--- src/rtl/dma_read_master.sv ---
// AXI4 read-side DMA engine: splits a byte-length transfer into 4 KB-safe INCR
// bursts, one outstanding at a time, and streams returned beats into a FIFO.
module dma_read_master #(
  parameter int C_M_AXI_ADDR_WIDTH = 32,
  parameter int C_M_AXI_DATA_WIDTH = 32,
  parameter int C_MAX_BURST_LEN    = 16
) (
  input  logic                            clk,
  input  logic                            reset,
  input  logic                            i_start,
  input  logic [C_M_AXI_ADDR_WIDTH-1:0]   i_src_addr,
  input  logic [31:0]                     i_total_len,
  output logic                            o_busy,
  output logic                            o_read_done,
  output logic                            o_read_err,
  input  logic                            i_fifo_full,
  output logic                            o_fifo_wr_en,
  output logic [C_M_AXI_DATA_WIDTH-1:0]   o_fifo_wdata,
  output logic [C_M_AXI_ADDR_WIDTH-1:0]   m_axi_araddr,
  output logic [7:0]                      m_axi_arlen,
  output logic [2:0]                      m_axi_arsize,
  output logic [1:0]                      m_axi_arburst,
  output logic                            m_axi_arvalid,
  input  logic                            m_axi_arready,
  input  logic [C_M_AXI_DATA_WIDTH-1:0]   m_axi_rdata,
  input  logic [1:0]                      m_axi_rresp,
  input  logic                            m_axi_rlast,
  input  logic                            m_axi_rvalid,
  output logic                            m_axi_rready
);

  localparam logic [31:0] MAX_BURST = 32'(C_MAX_BURST_LEN);

  typedef enum logic [1:0] {
    S_IDLE,
    S_AR,
    S_R,
    S_DONE
  } state_t;

  state_t                          state_q;
  logic [C_M_AXI_ADDR_WIDTH-1:0]   addr_q;
  logic [31:0]                     beats_left_q;
  logic [8:0]                      burst_q;
  logic [7:0]                      arlen_q;
  logic                            arvalid_q;
  logic                            busy_q;
  logic                            done_q;
  logic                            err_q;

  logic [31:0]                     start_beats;
  logic [8:0]                      start_burst;
  logic [C_M_AXI_ADDR_WIDTH-1:0]   next_addr;
  logic [31:0]                     next_beats;
  logic [8:0]                      next_burst;
  logic                            r_hs;
  logic                            unused_len_bits;

  // Beats in the next burst: limited by what is left, the burst cap, and the
  // distance to the next 4 KB page so no burst straddles a page boundary.
  function automatic logic [8:0] calc_burst(input logic [11:0] page_off,
                                            input logic [31:0] beats);
    logic [31:0] to_boundary;
    logic [31:0] b;
    to_boundary = (32'd4096 - {20'd0, page_off}) >> 2;
    b = beats;
    if (b > MAX_BURST)   b = MAX_BURST;
    if (b > to_boundary) b = to_boundary;
    return b[8:0];
  endfunction

  assign unused_len_bits = ^i_total_len[1:0];
  assign start_beats     = {2'b00, i_total_len[31:2]};
  assign start_burst     = calc_burst(i_src_addr[11:0], start_beats);
  assign next_addr       = addr_q + C_M_AXI_ADDR_WIDTH'({burst_q, 2'b00});
  assign next_beats      = beats_left_q - 32'(burst_q);
  assign next_burst      = calc_burst(next_addr[11:0], next_beats);

  // Backpressure goes straight onto RREADY so a full FIFO stalls the slave
  // in the same cycle instead of dropping a beat.
  assign m_axi_rready  = (state_q == S_R) && !i_fifo_full;
  assign r_hs          = m_axi_rvalid && m_axi_rready;
  assign o_fifo_wr_en  = r_hs;
  assign o_fifo_wdata  = m_axi_rdata;

  assign m_axi_araddr  = addr_q;
  assign m_axi_arlen   = arlen_q;
  assign m_axi_arsize  = 3'b010;
  assign m_axi_arburst = 2'b01;
  assign m_axi_arvalid = arvalid_q;
  assign o_busy        = busy_q;
  assign o_read_done   = done_q;
  assign o_read_err    = err_q;

  // NOTE: sequential state uses non-blocking assignments only, so every
  // register sees the pre-edge value of every other register.
  always_ff @(posedge clk) begin
    if (reset) begin
      state_q      <= S_IDLE;
      addr_q       <= '0;
      beats_left_q <= '0;
      burst_q      <= '0;
      arlen_q      <= '0;
      arvalid_q    <= 1'b0;
      busy_q       <= 1'b0;
      done_q       <= 1'b0;
      err_q        <= 1'b0;
    end else begin
      case (state_q)
        S_IDLE: begin
          if (i_start) begin
            addr_q       <= i_src_addr;
            beats_left_q <= start_beats;
            err_q        <= 1'b0;
            busy_q       <= 1'b1;
            if (start_beats == 32'd0) begin
              state_q <= S_DONE;
              done_q  <= 1'b1;
            end else begin
              state_q   <= S_AR;
              arvalid_q <= 1'b1;
              burst_q   <= start_burst;
              arlen_q   <= 8'(start_burst - 9'd1);
            end
          end
        end

        S_AR: begin
          if (m_axi_arready) begin
            arvalid_q <= 1'b0;
            state_q   <= S_R;
          end
        end

        S_R: begin
          if (r_hs) begin
            if (m_axi_rresp != 2'b00) err_q <= 1'b1;
            if (m_axi_rlast) begin
              addr_q       <= next_addr;
              beats_left_q <= next_beats;
              if (next_beats == 32'd0) begin
                state_q <= S_DONE;
                done_q  <= 1'b1;
              end else begin
                state_q   <= S_AR;
                arvalid_q <= 1'b1;
                burst_q   <= next_burst;
                arlen_q   <= 8'(next_burst - 9'd1);
              end
            end
          end
        end

        S_DONE: begin
          done_q  <= 1'b0;
          busy_q  <= 1'b0;
          state_q <= S_IDLE;
        end

        default: state_q <= S_IDLE;
      endcase
    end
  end

endmodule

--- config.mk ---
export PLATFORM = sky130hd
export DESIGN_NAME = dma_read_master
export DESIGN_NICKNAME = d
export VERILOG_FILES = /design/src/rtl/dma_read_master.sv
export SDC_FILE = /design/constraint.sdc
export NUM_CORES = 1
export LEC_CHECK = 0
export CORE_ASPECT_RATIO = 0.6
export CORE_MARGIN = 4
export CORE_UTILIZATION = 53
export DETAILED_ROUTE_END_ITERATION = 10
export GPL_ROUTABILITY_DRIVEN = 1
export PLACE_DENSITY = 0.93
export SLEW_MARGIN = 25
export SYNTH_ARGS = -nofsm -noshare
export SYNTH_HDL_FRONTEND = slang
export SYNTH_SLANG_ARGS = --single-unit
--- constraint.sdc ---
create_clock -name clk -period 14.8 [get_ports clk]
set_input_delay 2.22 -clock clk [delete_from_list [all_inputs] [get_ports clk]]
set_output_delay 2.22 -clock clk [all_outputs]
set_load 0.1 [all_outputs]
Yosys cells after proc, flatten, opt, wreduce, memory -nomap -nowiden
Index checks and enable logic that the tools add are counted.

cells by class
  $add $sub $neg = 6
  magnitude comparators = 4
  eq/ne operators = 12
  muxes and demuxes = 50
  reductions and logical operators = 18

operator list
  kind                                                 number
  two-way mux 32 bit                                   7
  one-hot mux 32 bit (2 select lines)                  2
  logical NOT 32 bit                                   2
  two-way mux 9 bit                                    7
  two-way mux 8 bit                                    5
  adder 32 x 11 -> 32 bit                              1
  > comparator 32 x 30 -> 1 bit                        1
  > comparator 32 x 5 -> 1 bit, second input constant  1
  subtractor 32 x 9 -> 32 bit                          1
  > comparator 30 bit                                  1
  > comparator 30 x 5 -> 1 bit, second input constant  1
  two-way mux 30 bit                                   1
  subtractor 13 x 12 -> 14 bit, first input constant   2
  one-hot mux 9 bit (2 select lines)                   1
  one-hot mux 8 bit (2 select lines)                   1
  subtractor 8 x 1 -> 8 bit, second input constant     2
  two-way mux 1 bit                                    15
  inequality test 2 bit, second input constant         7
  two-way mux 2 bit                                    6
  AND reduction 4 bit                                  3
  AND reduction 6 bit                                  2
  one-hot mux 2 bit (4 select lines)                   1
  AND reduction 7 bit                                  1
  one-hot mux 1 bit (3 select lines)                   2
  other kinds (10)                                     17

storage, ports and cells
  register bits after elaboration = 87

Depth between registers and ports, before layout
  depth after elaboration = 10
  gate-level depth with buffers = 28
  gate-level depth less buffers = 27

Least setup slack after synthesis
No wires, ideal clock.

  path type = input port to output port
  start point = input i_fifo_full
  end point = output o_fifo_wr_en
  arrival = 4.459 ns
  required time = 12.580 ns
  setup slack = 8.121 ns
  stages on the path = 1
  buffers on the path = 0
  path through = nor3b_1

on the way
  word-level cells in the longest chain between the ends = 3

ends and longest elaborated chain
  element            RTL line  text
  from (decl)        16        input logic i_fifo_full,
  logical NOT 1 bit  81        assign m_axi_rready = (state_q == S_R) && !i_fifo_full;
  logical AND 1 bit  81
  logical AND 1 bit  82        assign r_hs = m_axi_rvalid && m_axi_rready;
  to (decl)          17        output logic o_fifo_wr_en,

No other way between the ends.

Final worst setup path
  start point = input i_src_addr[0]
  end point = register arlen_q[4] (netlist: m_axi_arlen[4])

on the way
  word-level cells in the longest chain between the ends = 7

ends and longest elaborated chain
  element                                 RTL line  text
  from (decl)                             11        input logic [C_M_AXI_ADDR_WIDTH-1:0] i_src_addr,
  subtractor 13 x 12 -> 14 bit (*)        65        to_boundary = (32'd4096 - {20'd0, page_off}) >> 2;
  > comparator 30 bit                     68        if (b > to_boundary) b = to_boundary;
  two-way mux 9 bit (*)                   68
  subtractor 8 x 1 -> 8 bit (*)           123       arlen_q <= 8'(start_burst - 9'd1);
  two-way mux 8 bit (*)                   116       if (start_beats == 32'd0) begin
  two-way mux 8 bit (*)                   111       if (i_start) begin
  one-hot mux 8 bit (2 select lines) (*)  109       case (state_q)
  to (signal assigned)                    123
  to (signal assigned)                    148       arlen_q <= 8'(next_burst - 9'd1);
  to (decl)                               45        logic [7:0] arlen_q;

Mark *: on every way between the ends. The rest lies on a longest branch, timed or not. The select of a mux whose other input is x is not followed.
A chain may end at the register's enable or synchronous reset.

==> flow_metrics.env <==
export IMPL_numPlacedInstances=1199
export IMPL_clkPwrFrac_pct=21.9
export IMPL_p_sw_mw=0.528
export IMPL_cap_violations=0
export IMPL_ctsHoldBuffers=0
export IMPL_finalSetupViolCount=0
export IMPL_p_per_area_mw_per_mm2=130
export IMPL_cts_sinks=87
export IMPL_hold_violations=0
export IMPL_grt_pass1_wl_mm=38.3
export IMPL_die_w_um=159
export IMPL_muxShareOfSynthArea_pct=2.14
export IMPL_rows=32
export IMPL_yosys_warnings=0
export IMPL_worstPathArrival_ps=7840
export IMPL_drive_above_1_share_pct=5.07
export IMPL_finClkSkew_ps=12.1
export IMPL_drv_slew=0
export IMPL_post_cts_buffers=0
export IMPL_worstHoldPathType="reg -> reg"
export IMPL_place_hpwl_mm=17.9
export IMPL_synth_area_leaders="dfxtp_1 24%, ha_1 7.1%, nor2_1 5.2%"
export IMPL_pwr_share_seq_pct=27.3
export IMPL_final_common_cell="clkdlybuf4s50_1"
export IMPL_fmax_mhz=132
export IMPL_total_leakage_power_nw=3.21
export IMPL_coreArea_mm2=0.0131
export IMPL_synthAdderAreaFrac_pct=7.64
export IMPL_nets=1188
export IMPL_start_util_pct=55.3
export IMPL_status="finished clean"
export IMPL_tightest_slew_ps=1020
export IMPL_synth_cells=980
export IMPL_cts_tree="yes"
export IMPL_final_cell_mix="115 x clkdlybuf4s50_1, 98 x nor2_1, 86 x dfxtp_1, 80 x nand2_1, 72 x a21oi_1"
export IMPL_synth_main_ff_cell="dfxtp_1"
export IMPL_rsz0062_at_grt="no"
export IMPL_nFillCells=1071
export IMPL_drc_errors=0
export IMPL_antenna_found_initial=0
export IMPL_fin_crit_sh_pct=51.3
export IMPL_critPathKind="in -> reg"
export IMPL_clock_latency_ps=350
export IMPL_p_comb_share_pct=50.8
export IMPL_synthXorXnorAreaFrac_pct=4.11
export IMPL_clockBufferDepth=2
export IMPL_synth_top_area_share_pct=24.1
export IMPL_internal_power_mw=0.581
export IMPL_syn2layout_area_growth_pct=18.3
export IMPL_grt_pass1_vias=7177
export IMPL_yosysUniqueCellTypes=76
export IMPL_synth_top_family_by_area="simple AND/OR/NAND/NOR gates"
export IMPL_synth_area_mm2=0.00724
export IMPL_synth_seq_cells=87
export IMPL_cts_buffers=9
export IMPL_boundaryPins=188
export IMPL_grt_start_max_net_pins=78
export IMPL_grt_use_total_pct=29.5
export IMPL_swShare_pct=47.6
export IMPL_wl_per_cell_um=19.9
export IMPL_firstDrtPassIters=5
export IMPL_min_period_ps=7590
export IMPL_grt_ovfl_total=0
export IMPL_critPathLaunchType="input port"
export IMPL_antenna_left=0
export IMPL_antenna_cells=0
export IMPL_drt_iter0_drc=1093
export IMPL_port_buffers=116
export IMPL_synthArstFlopShare_pct=0
export IMPL_die_h_um=98.5
export IMPL_clk_pin_slew_ps=70
export IMPL_root_buffer="clkbuf_16"
export IMPL_post_cts_resized=0
export IMPL_synth_area_leader_cell="dfxtp_1"
export IMPL_vias=8044
export IMPL_wirelength_mm=24.2
export IMPL_synth_compound_area_share_pct=26.6
export IMPL_viasPerCell=6.62
export IMPL_synth_edf_count=0
export IMPL_relSlewSlack_pct=31.5
export IMPL_yosysSeqAreaShare_pct=24.1
export IMPL_ir_drop_mv=0.0813
export IMPL_cp_data_required_time_ps=15050
export IMPL_instances_no_fill=1215
export IMPL_crit_fanout=7
export IMPL_tns_ps=0
export IMPL_critical_path_endpoint_type="register"
export IMPL_yosys_area_share_simple_pct=27.1
export IMPL_cts_max_level=3
export IMPL_syn_area_per_cell_um2=7.39
export IMPL_globalplace_congestion=1.03
export IMPL_dieArea_mm2=0.0157
==> metal layers <==
metal | part of all wire (%) | track usage [%]
met1 | 44 | 43.3
met2 | 39 | 40.9
met3 | 15 | 10.9
met4 | 2.2 | 6.60
met5 | 0 | 0
==> critical path, stage by stage <==
cell and delay [ps]:
clkdlybuf4s50_1 450, nor3_1 550, nand2b_1 200, or3_1 410, nor3_1 310, nand2b_1 160, nor3_1 450, nand2b_1 230
ha_1 150, nand4_1 130, a2111o_1 300, a31oi_1 670, mux2_2 420, a22oi_1 200, o21ai_0 160, inv_1 120
ha_1 190, nand3_1 140, xnor2_1 160, o211a_1 200
==> cells in the mapped netlist, types with 5 or more instances <==
cell type,n
o21ai_0,62
xnor2_1,23
nand2_1,80
clkbuf_1,47
nor4_1,17
mux2i_1,11
nor2_1,100
nand3_1,31
inv_1,32
a21oi_1,72
nand2b_1,19
nor2b_1,16
or3_1,17
buf_1,5
nand4_1,15
a31oi_1,12
and2_1,11
ha_1,41
a311oi_1,7
a21o_1,9
a211oi_1,34
or2_2,8
o22ai_1,8
nor3_1,35
buf_4,37
a221oi_1,7
dfxtp_1,87
and3_1,10
o21a_1,9
o211ai_1,8
o32ai_1,7
o221ai_1,13
or4_1,7
xor2_1,11
==> flip-flops by register name, indices dropped and copies added (netlist names) <==
register and cells:
beats_left_q 32, burst_q 9, m_axi_araddr 32, m_axi_arlen 8, m_axi_arvalid 1, o_busy 1, o_read_done 1, o_read_err 1
state_q 2
==> layout make-up <==
| class | count | area, um2 | area share (%) |
|---|---|---|---|
| timing repair buffer | 124 | 1220 | 14.2 |
| sequential | 87 | 1740 | 20.3 |
| multi-input combinational | 785 | 4960 | 57.9 |
| clock buffer | 10 | 229 | 2.67 |
| tap | 170 | 213 | 2.48 |
| clock inverter | 6 | 77.6 | 0.906 |
| inverter | 33 | 124 | 1.45 |
==> path summary, 6_finish.rpt <==
path | from | endpoint | slack (ps) | cells after the start
min reg2reg | beats_left_q[0]$_SDFFE_PP0P_ | beats_left_q[0]$_SDFFE_PP0P_ | 460 | 2
max reg2reg | beats_left_q[0]$_SDFFE_PP0P_ | m_axi_arlen[5]$_SDFFE_PP0P_ | 8140 | 24
min | beats_left_q[0]$_SDFFE_PP0P_ | beats_left_q[0]$_SDFFE_PP0P_ | 460 | 2
max | i_src_addr[0] | m_axi_arlen[4]$_SDFFE_PP0P_ | 7210 | 20
==> kinds of logic after synthesis <==
| logic type | count (synthesis) |
|---|---|
| flops | 87 |
| simple gates | 386 |
| mux | 15 |
| fa+ha+maj | 43 |
| compound gates | 290 |
| other cells | 2 |
| buf+inv | 123 |
| xor+xnor | 34 |
==> stage by stage <==
stage | instance area, um2 | power (mW) | hold WS (ps) | setup WS (ps) | utilization (%)
2_1_floorplan | 7290 | 0.741 | 432 | 8120 | -
5_1_grt | 8570 | 1.16 | 486 | 6970 | 65.4
3_3_place_gp | 8260 | 0.837 | 440 | 7230 | 63.1
4_1_cts | 8570 | 1.09 | 456 | 7370 | 65.4
6_report | 8570 | 1.11 | 457 | 7210 | 65.4
3_5_place_dp | 8260 | 0.847 | 446 | 7030 | 63.1
==> power by group through the flow <==
stage	registers [mW]	logic, mW	clock network [mW]
finish	0.302	0.564	0.243
global route	0.305	0.600	0.254
CTS	0.300	0.546	0.244
detailed placement	0.305	0.542	0
global placement	0.304	0.533	0
floorplan	0.399	0.342	0
No activity file was read; power rests on OpenSTA's default activity.
